--- src/rtl/ebi_read_responder.sv ---
// Purpose : EBI read-side responder; latches address on ALE and serves RE reads from the bank mux.
// Latency : rd_req 1 cycle after the synchronized RE fall is seen; data driven 1 cycle after rd_valid.
// Backpr. : none toward the MCU; waits up to TIMEOUT cycles for rd_valid, then drives 16'hDEAD.
//
// Ports:
//   clk, reset                  pixel clock, async active-high reset
//   ebi_ad_in/ale/re_n          raw EBI pad inputs (synchronized internally)
//   bank_select                 bank code of the access (synchronized internally)
//   ebi_ad_out, ebi_ad_oe       read data and pad output enable
//   rd_req, rd_bank, rd_addr    single-cycle read request toward the bank mux
//   rd_data, rd_valid           bank mux response
//   busy, err_timeout           status; err_timeout is sticky until reset
module ebi_read_responder #(
  parameter int DATA_W      = 16,
  parameter int SYNC_STAGES = 2,
  parameter int TIMEOUT     = 15,
  parameter int NUM_BANKS   = 5
) (
  input  logic              clk,
  input  logic              reset,
  input  logic [DATA_W-1:0] ebi_ad_in,
  input  logic              ebi_ale,
  input  logic              ebi_re_n,
  input  logic [2:0]        bank_select,
  output logic [DATA_W-1:0] ebi_ad_out,
  output logic              ebi_ad_oe,
  output logic              rd_req,
  output logic [2:0]        rd_bank,
  output logic [DATA_W-1:0] rd_addr,
  input  logic [DATA_W-1:0] rd_data,
  input  logic              rd_valid,
  output logic              busy,
  output logic              err_timeout
);

  localparam int                CNT_W       = $clog2(TIMEOUT + 1);
  localparam logic [CNT_W-1:0]  CNT_MAX     = '1;
  // The timeout fires in the WAIT cycle whose increment would make the count reach TIMEOUT.
  localparam logic [CNT_W-1:0]  CNT_LAST    = CNT_W'(TIMEOUT - 1);
  localparam logic [3:0]        NUM_BANKS_L = 4'(NUM_BANKS);
  localparam logic [DATA_W-1:0] DEAD_WORD   = DATA_W'(16'hDEAD);

  typedef enum logic [1:0] {S_IDLE, S_REQ, S_WAIT, S_DRIVE} state_t;

  state_t state, state_nxt;

  logic [DATA_W-1:0]      ad_sync   [SYNC_STAGES];
  logic [2:0]             bank_sync [SYNC_STAGES];
  logic [SYNC_STAGES-1:0] ale_sync;
  logic [SYNC_STAGES-1:0] re_sync;
  logic                   ale_d;
  logic                   re_d;
  logic                   ale_s;
  logic                   re_s;
  logic                   ale_fall;
  logic                   ale_rise;
  logic                   re_fall;
  logic                   re_rise;
  logic                   bank_valid;
  logic [CNT_W-1:0]       wait_cnt;
  logic                   load_out;
  logic [DATA_W-1:0]      out_nxt;
  logic                   set_err;

  // Input synchronizers, reset to the inactive bus levels, plus one extra
  // delay on ALE/RE for edge detection.
  always_ff @(posedge clk or posedge reset) begin
    if (reset) begin
      for (int i = 0; i < SYNC_STAGES; i++) begin
        ad_sync[i]   <= '0;
        bank_sync[i] <= '0;
        ale_sync[i]  <= 1'b0;
        re_sync[i]   <= 1'b1;
      end
      ale_d <= 1'b0;
      re_d  <= 1'b1;
    end else begin
      ad_sync[0]   <= ebi_ad_in;
      bank_sync[0] <= bank_select;
      ale_sync[0]  <= ebi_ale;
      re_sync[0]   <= ebi_re_n;
      for (int i = 1; i < SYNC_STAGES; i++) begin
        ad_sync[i]   <= ad_sync[i-1];
        bank_sync[i] <= bank_sync[i-1];
        ale_sync[i]  <= ale_sync[i-1];
        re_sync[i]   <= re_sync[i-1];
      end
      ale_d <= ale_s;
      re_d  <= re_s;
    end
  end

  assign ale_s    = ale_sync[SYNC_STAGES-1];
  assign re_s     = re_sync[SYNC_STAGES-1];
  assign ale_fall = ale_d & ~ale_s;
  assign ale_rise = ~ale_d & ale_s;
  assign re_fall  = re_d & ~re_s;   // strobe asserted
  assign re_rise  = ~re_d & re_s;   // strobe released

  // Address/bank capture is taken from the same synchronized sample as the
  // ALE edge, in any state.
  always_ff @(posedge clk or posedge reset) begin
    if (reset) begin
      rd_addr <= '0;
      rd_bank <= '0;
    end else if (ale_fall) begin
      rd_addr <= ad_sync[SYNC_STAGES-1];
      rd_bank <= bank_sync[SYNC_STAGES-1];
    end
  end

  assign bank_valid = ({1'b0, rd_bank} < NUM_BANKS_L);

  always_ff @(posedge clk or posedge reset) begin
    if (reset) state <= S_IDLE;
    else       state <= state_nxt;
  end

  always_comb begin
    state_nxt = state;
    load_out  = 1'b0;
    out_nxt   = '0;
    set_err   = 1'b0;
    case (state)
      S_IDLE: begin
        if (re_fall) begin
          if (bank_valid) begin
            state_nxt = S_REQ;
          end else begin
            // Unmapped bank: answer with zero without touching the bank mux.
            state_nxt = S_DRIVE;
            load_out  = 1'b1;
          end
        end
      end
      S_REQ: state_nxt = S_WAIT;
      S_WAIT: begin
        // An RE release beats a same-cycle response: the MCU has gone away.
        if (re_rise) begin
          state_nxt = S_IDLE;
        end else if (rd_valid) begin
          state_nxt = S_DRIVE;
          load_out  = 1'b1;
          out_nxt   = rd_data;
        end else if (wait_cnt == CNT_LAST) begin
          state_nxt = S_DRIVE;
          load_out  = 1'b1;
          out_nxt   = DEAD_WORD;
          set_err   = 1'b1;
        end
      end
      S_DRIVE: begin
        // Any ALE activity while driving means the MCU started a new cycle
        // on top of ours; drop the bus immediately.
        if (re_rise || ale_rise || ale_fall) state_nxt = S_IDLE;
      end
      default: state_nxt = S_IDLE;
    endcase
  end

  // Wait counter: cleared in REQ, counts in WAIT, saturates.
  always_ff @(posedge clk or posedge reset) begin
    if (reset) begin
      wait_cnt <= '0;
    end else if (state == S_REQ) begin
      wait_cnt <= '0;
    end else if (state == S_WAIT && wait_cnt != CNT_MAX) begin
      wait_cnt <= wait_cnt + 1'b1;
    end
  end

  always_ff @(posedge clk or posedge reset) begin
    if (reset) begin
      ebi_ad_out  <= '0;
      err_timeout <= 1'b0;
    end else begin
      if (load_out) ebi_ad_out  <= out_nxt;
      if (set_err)  err_timeout <= 1'b1;
    end
  end

  // Decoded straight from the state register so reset drops the pad driver
  // without waiting for a clock edge.
  assign ebi_ad_oe = (state == S_DRIVE);
  assign rd_req    = (state == S_REQ);
  assign busy      = (state != S_IDLE);

endmodule

--- config.mk ---
export PLATFORM = sky130hd
export DESIGN_NAME = ebi_read_responder
export DESIGN_NICKNAME = d
export VERILOG_FILES = /design/src/rtl/ebi_read_responder.sv
export SDC_FILE = /design/constraint.sdc
export NUM_CORES = 1
export LEC_CHECK = 0
export CAP_MARGIN = 20
export CORE_MARGIN = 1.5
export CORE_UTILIZATION = 58
export CTS_BUF_LIST = sky130_fd_sc_hd__clkbuf_8
export DETAILED_ROUTE_END_ITERATION = 10
export DONT_BUFFER_PORTS = 1
export PLACE_DENSITY = 0.84
export SLEW_MARGIN = 0
export SYNTH_ARGS = -nofsm -noshare
export SYNTH_HDL_FRONTEND = slang
export SYNTH_SLANG_ARGS = --single-unit
--- constraint.sdc ---
create_clock -name clk -period 2.55 [get_ports clk]
set_clock_uncertainty 0.1 [all_clocks]
set_input_delay 0.3825 -clock clk [delete_from_list [all_inputs] [get_ports clk]]
set_output_delay 0.3825 -clock clk [all_outputs]
set_load 0.02 [all_outputs]
==> results.json, run 1 <==
{
  "status": "finished clean",
  "hold_class": "in -> reg",
  "fp.dieW_um": 74.8,
  "dp.cells": 258,
  "wl_per_cell_um": 17.9,
  "vias": 1616,
  "cp-end-kind": "flop",
  "power_density_nw_per_um2": 1010,
  "cp_top_family": "compound AO/OA/AOI/OAI gates",
  "drc": 0,
  "clk_latency_ns": 0.35,
  "dr.pass1.iters": 4,
  "clock_path_buffers": 2,
  "critPathKind": "reg -> reg",
  "synth_area_um2": 2990,
  "tightestPinTransition_ns": 0.743,
  "area_growth_syn_to_layout_pct": 17.2,
  "drt-total-wl_um": 5310,
  "worst_setup_hold_path_clk_slew_ns": 0.09,
  "io_pins": 79,
  "tritoncts": "done",
  "fin_nets": 266,
  "max_freq_mhz": 477,
  "register_area_um2": 2160,
  "vias_per_cell": 5.46,
  "drv_cap": 0,
  "peakVddDrop_mv": 0.573,
  "ys_seq_area_frac": 0.721,
  "synth_top_area_frac": 0.695,
  "synth_cell_type_count": 29,
  "cp_slowest_cell": "nand4b_2",
  "place_area_um2": 3080,
  "finalSetupTns_ns": 0,
  "coreArea_um2": 4850,
  "antenna_found_initial": 0,
  "ys_top_cells_by_area": "dfrtp_1, mux2_2, mux2i_1",
  "rsz0062_at_grt": "no",
  "grt.total_usage": 0.212,
  "synthCells": 196,
  "cts_sinks": 86,
  "crit_arrival_ns": 2.22,
  "gr-total-overflow": 0,
  "multi_input_area_um2": 773,
  "grt_pass1_wl_um": 8310,
  "fp-row-count": 25,
  "hpwl_um": 3600,
  "finalHoldViolCount": 0,
  "crit_path_start_kind": "flop",
  "cts-root-buf": "clkbuf_8",
  "critical_path_buf_inv_count": 1,
  "gp_congestion": 0.688,
  "postSynthRegisterBits": 86,
  "cts_resized": 0,
  "drt-initial-drc-count": 71,
  "syn_nets": 238,
  "cp_slowest_stage_delay_ns": 0.51,
  "fillers": 315,
  "dieHeight_um": 74.8,
  "die_area_um2": 5600,
  "leakagePower_nw": 1.60,
  "path_max_fanout": 17,
  "finish.utilization": 0.723,
  "antenna_cells": 0,
  "power_mw": 3.54,
  "setup_viol": 0,
  "worstPathCellList": "inv_1 -> ha_1 -> a31o_2 -> nand4b_2 -> a32o_1",
  "finalCritPeriodShare": 0.822,
  "drv_slew": 0,
  "cts_max_level": 3,
  "start_util": 0.617,
  "yosys_warnings": 0,
  "grt_pass1_vias": 1747,
  "port_buffers": 0,
  "grt_start_max_net_pins": 52,
  "crit_required_ns": 2.68,
  "fin_cells": 296,
  "synth_area_per_cell_um2": 15.3,
  "antenna_left": 0,
  "timing.slew.headroom": 0.504,
  "fin_crit_ns": 2.10,
  "layout-drive-gt1-share": 0.205,
  "numCtsBuffers": 9,
  "synth_largest_area_cell": "dfrtp_1",
  "design_area_um2": 3510
}
[registers in the layout, indices dropped and copies added, names as in the netlist]
| signal | count |
|---|---|
| ad_sync | 32 |
| ebi_ad_out | 16 |
| rd_addr | 16 |
| bank_sync | 6 |
| wait_cnt | 4 |
| rd_bank | 3 |
| ale_sync | 2 |
| re_sync | 2 |
| state | 2 |
| ale_d | 1 |
| err_timeout | 1 |
| re_d | 1 |
[final timing paths]
check,start,end,slack [ns],cells after the start
max reg2reg,wait_cnt[0]$_DFFE_PP0P_,ebi_ad_out[4]$_DFFE_PP0P_,0.45,5
max in group asynchronous,reset,re_d$_DFF_PP1_,1.08,3
max,wait_cnt[0]$_DFFE_PP0P_,ebi_ad_out[4]$_DFFE_PP0P_,0.45,5
min reg2reg,ale_sync[0]$_DFF_PP0_,ale_sync[1]$_DFF_PP0_,0.26,0
min,rd_valid,err_timeout$_DFFE_PP0P_,0.04,1
min in group asynchronous,reset,ad_sync[4]$_DFF_PP0_,0.54,2
[synthesized netlist by cell type]
cell type / number
nand2_1: 5
buf_2: 3
nor2b_1: 15
and3_1: 1
nor2_1: 1
o21ai_0: 14
nand2b_1: 2
xnor2_1: 1
a32o_1: 5
nand4_1: 1
o211a_1: 1
ha_1: 2
nand4b_1: 1
or2_4: 1
nand4b_2: 1
dfstp_2: 3
and4b_1: 1
clkbuf_1: 5
inv_1: 8
mux2_2: 19
dfrtp_1: 83
nand3b_1: 1
a41oi_1: 1
a31o_2: 1
o22ai_1: 1
o41ai_1: 1
nand3_1: 3
or4b_4: 1
mux2i_1: 14
[per-stage QoR]
stage,worst slack (ns),hold slack [ns]
after floorplan,0.848,0.231
after global placement,0.644,0.233
after detailed placement,0.475,0.236
after CTS,0.465,0.0217
after global routing,0.356,0.0267
final,0.454,0.0380
[cells by family (layout without fill, tap and decap cells)]
| family | Yosys count | in the layout | share of synthesized area |
|---|---|---|---|
| flip-flops | 86 | 86 | 0.721 |
| AND/OR/NAND/NOR | 34 | 34 | 0.0736 |
| multiplexers | 33 | 33 | 0.118 |
| AO/OA/AOI/OAI | 24 | 24 | 0.0544 |
| buffers and inverters | 16 | 49 | 0.0213 |
| adder cells (fa/ha/maj) | 2 | 2 | 0.00837 |
| XOR/XNOR | 1 | 1 | 0.00293 |
[report_power, final]
part	switching [mW]	internal (mW)
Clock	0.479	0.464
Combinational	0.293	0.272
Sequential	0.427	1.61
[per-layer routing]
| metal | wire (µm) | track usage | vias to the layer above |
|---|---|---|---|
| li1 | - | - | 730 |
| met1 | 1930 | 0.222 | 829 |
| met2 | 3010 | 0.377 | 51 |
| met3 | 330 | 0.0964 | 6 |
| met4 | 44 | 0.0747 | 0 |
| met5 | 0 | 0 | - |
[repair_timing]
action	in CTS	in global routing
setup buffers	0	0
hold buffers	22	0
hold endpoints to repair	56	0
[area by class of cell]
cell class | instances | share of cell area
Clock buffer | 9 | 0.0353
Clock inverter | 7 | 0.0228
Inverter | 8 | 0.00964
Multi-Input combinational cell | 94 | 0.221
Sequential cell | 86 | 0.615
Tap cell | 67 | 0.0239
Timing Repair Buffer | 25 | 0.0728
[cell usage in the layout (no fill, tap or decap), types with 3 or more instances in the layout]
| master | count |
|---|---|
| dfrtp_1 | 83 |
| dlygate4sd3_1 | 22 |
| mux2_2 | 19 |
| nor2b_1 | 14 |
| o21ai_0 | 14 |
| mux2i_1 | 14 |
| clkbuf_8 | 9 |
| inv_1 | 7 |
| a32o_1 | 5 |
| nand2_1 | 5 |
| nand3_1 | 3 |
| dfstp_2 | 3 |
Power figures use the tool's default switching activity.
==> run 2: changes to the inputs <==
==> constraint.sdc (replaced) <==
create_clock -name clk -period 1.8 [get_ports clk]
set_clock_uncertainty 0.1 [all_clocks]
set_input_delay 0.27 -clock clk [delete_from_list [all_inputs] [get_ports clk]]
set_output_delay 0.27 -clock clk [all_outputs]
set_load 0.02 [all_outputs]
==> run 2 against run 1 <==
Maximum frequency grew 19%. Core utilization grew 4.6 points. Critical path depth is 2 lower. Sequential share of layout area decreased by 3.7 points. Global-route usage grew 1.9 points. Clock-buffer cell count unchanged. Register-to-register slack worse by 0.42 ns. Design area up 6.3%.
==> results.json, run 2 (synthesis gave the netlist of run 1 again) <==
{
  "top_regs": "ad_sync (32), ebi_ad_out (16), rd_addr (16)",
  "fp.dieW_um": 74.8,
  "cts-root-buf": "clkbuf_8",
  "mostFrequentLayoutCells": "dfrtp_1, dlygate4sd3_1, mux2_2",
  "tritoncts": "done",
  "timing.slew.headroom": 0.713,
  "worst_setup_hold_path_clk_slew_ns": 0.08,
  "drt-total-wl_um": 5630,
  "peakVddDrop_mv": 1.16,
  "fp-row-count": 25,
  "path_max_fanout": 5,
  "vias": 1728,
  "worstPathCellList": "or4b_4 -> or2_4 -> a32o_1",
  "dr.pass1.iters": 4,
  "fin_crit_ns": 1.76,
  "layout_commonest_cell": "dfrtp_1",
  "r2r_cells": 3,
  "min_from": "rd_data[14]",
  "power_density_nw_per_um2": 1410,
  "holdPathEnd": "ebi_ad_out[14]$_DFFE_PP0P_",
  "finalSetupTns_ns": 0,
  "drc": 0,
  "finalHoldViolCount": 0,
  "grt_start_max_net_pins": 87,
  "crit_required_ns": 1.95,
  "fin_nets": 287,
  "coreArea_um2": 4850,
  "cts_sinks": 86,
  "max_freq_mhz": 567,
  "gr-total-overflow": 0,
  "start_util": 0.617,
  "place_area_um2": 3150,
  "drv_cap": 0,
  "antenna_cells": 0,
  "grt_pass1_wl_um": 8940,
  "reg2reg_to": "ebi_ad_out[8]$_DFFE_PP0P_",
  "top_register": "ad_sync",
  "leakagePower_nw": 1.71,
  "grt.total_usage": 0.231,
  "io_pins": 79,
  "gp_congestion": 0.655,
  "hold_class": "in -> reg",
  "antenna_left": 0,
  "critPathKind": "reg -> reg",
  "cts_max_level": 3,
  "finalCritPeriodShare": 0.980,
  "layout-drive-gt1-share": 0.224,
  "hpwl_um": 3580,
  "numCtsBuffers": 9,
  "wl_per_cell_um": 17.8,
  "port_buffers": 0,
  "crit_arrival_ns": 1.91,
  "setup_viol": 0,
  "clk_latency_ns": 0.36,
  "antenna_found_initial": 0,
  "cp_slowest_cell": "dfstp_2",
  "area_growth_syn_to_layout_pct": 24.6,
  "drv_slew": 0,
  "tightestPinTransition_ns": 0.430,
  "rsz0062_at_grt": "no",
  "die_area_um2": 5600,
  "vias_per_cell": 5.45,
  "crit_path_start_kind": "flop",
  "drt-initial-drc-count": 148,
  "holdPathStages": 2,
  "dieHeight_um": 74.8,
  "reg2reg_slack_ns": 0.04,
  "largest_reg_flops": 32,
  "grt_pass1_vias": 1832,
  "cp-end-kind": "flop",
  "clock_path_buffers": 2,
  "crit-reg2reg-launch": "re_d$_DFF_PP1_",
  "status": "finished clean",
  "design_area_um2": 3730,
  "cp_slowest_stage_delay_ns": 0.56
}
-- run 2: cell type report --
cell class,instances,area (µm²)
Clock inverter,7,92.6
Timing Repair Buffer,46,455
Multi-Input combinational cell,94,782
Inverter,8,33.8
Clock buffer,9,124
Fill cell,287,1120
Tap cell,67,83.8
Sequential cell,86,2160
-- run 2: how the worst max path moves through the flow --
stage | from | end | slack [ns] | cells past startpoint
finish | re_d$_DFF_PP1_ | ebi_ad_out[8]$_DFFE_PP0P_ | 0.04 | 3
global route | re_d$_DFF_PP1_ | ebi_ad_out[8]$_DFFE_PP0P_ | 0.006 | 3
CTS | wait_cnt[0]$_DFFE_PP0P_ | ebi_ad_out[5]$_DFFE_PP0P_ | 0.03 | 6
detailed placement | re_d$_DFF_PP1_ | ebi_ad_out[8]$_DFFE_PP0P_ | 0.05 | 3
global placement | re_d$_DFF_PP1_ | ebi_ad_out[13]$_DFFE_PP0P_ | 0.1 | 3
floorplan | re_d$_DFF_PP1_ | ebi_ad_out[13]$_DFFE_PP0P_ | 0.1 | 3
-- run 2: worst max-delay path, delay by kind of cell, from the launching register on --
kind	cells	cell delay, ns
flops	1	0.56
simple gates	2	0.73
compound gates	1	0.27
-- run 2: metrics by stage --
stage | utilization | worst slack (ns) | hold slack (ns) | cells | power (mW)
floorplan | - | 0.0979 | 0.174 | 196 | 3.45
global placement | 0.649 | 0.0989 | 0.175 | 265 | 3.64
detailed placement | 0.649 | 0.0518 | 0.175 | 265 | 3.77
CTS | 0.764 | 0.0291 | 0.000656 | 315 | 5.23
global route | 0.769 | 0.00625 | 0.00239 | 317 | 5.52
finish | 0.769 | 0.0360 | 0.00138 | 317 | 5.25
-- run 2: where the power goes --
| group | total, mW | switching [mW] | internal [mW] |
|---|---|---|---|
| clock network | 1.40 | 0.727 | 0.676 |
| registers | 2.80 | 0.519 | 2.28 |
| logic | 1.05 | 0.551 | 0.500 |
-- run 2: repair_timing --
item | 4_1_cts | 5_1_grt
buffers inserted | 0 | 2
gates resized for setup | 0 | 2
hold buffers | 34 | 0
setup endpoints to repair | 0 | 11
hold endpoints to repair | 116 | 0
-- run 2: per-layer routing --
layer,global-route usage,routed length [µm]
met1,0.241,1890
met2,0.392,3190
met3,0.104,383
met4,0.121,172
met5,0,0
==> run 3: changes to the inputs <==
--- a/config.mk
+++ b/config.mk
@@ -5,6 +5,7 @@
 export SDC_FILE = /design/constraint.sdc
 export NUM_CORES = 1
 export LEC_CHECK = 0
+export ABC_CLOCK_PERIOD_IN_PS = 1800
 export CAP_MARGIN = 20
 export CORE_MARGIN = 1.5
 export CORE_UTILIZATION = 58
==> results of run 3 <==
No change in the layout: final DEF, timing and power equal those of run 2.
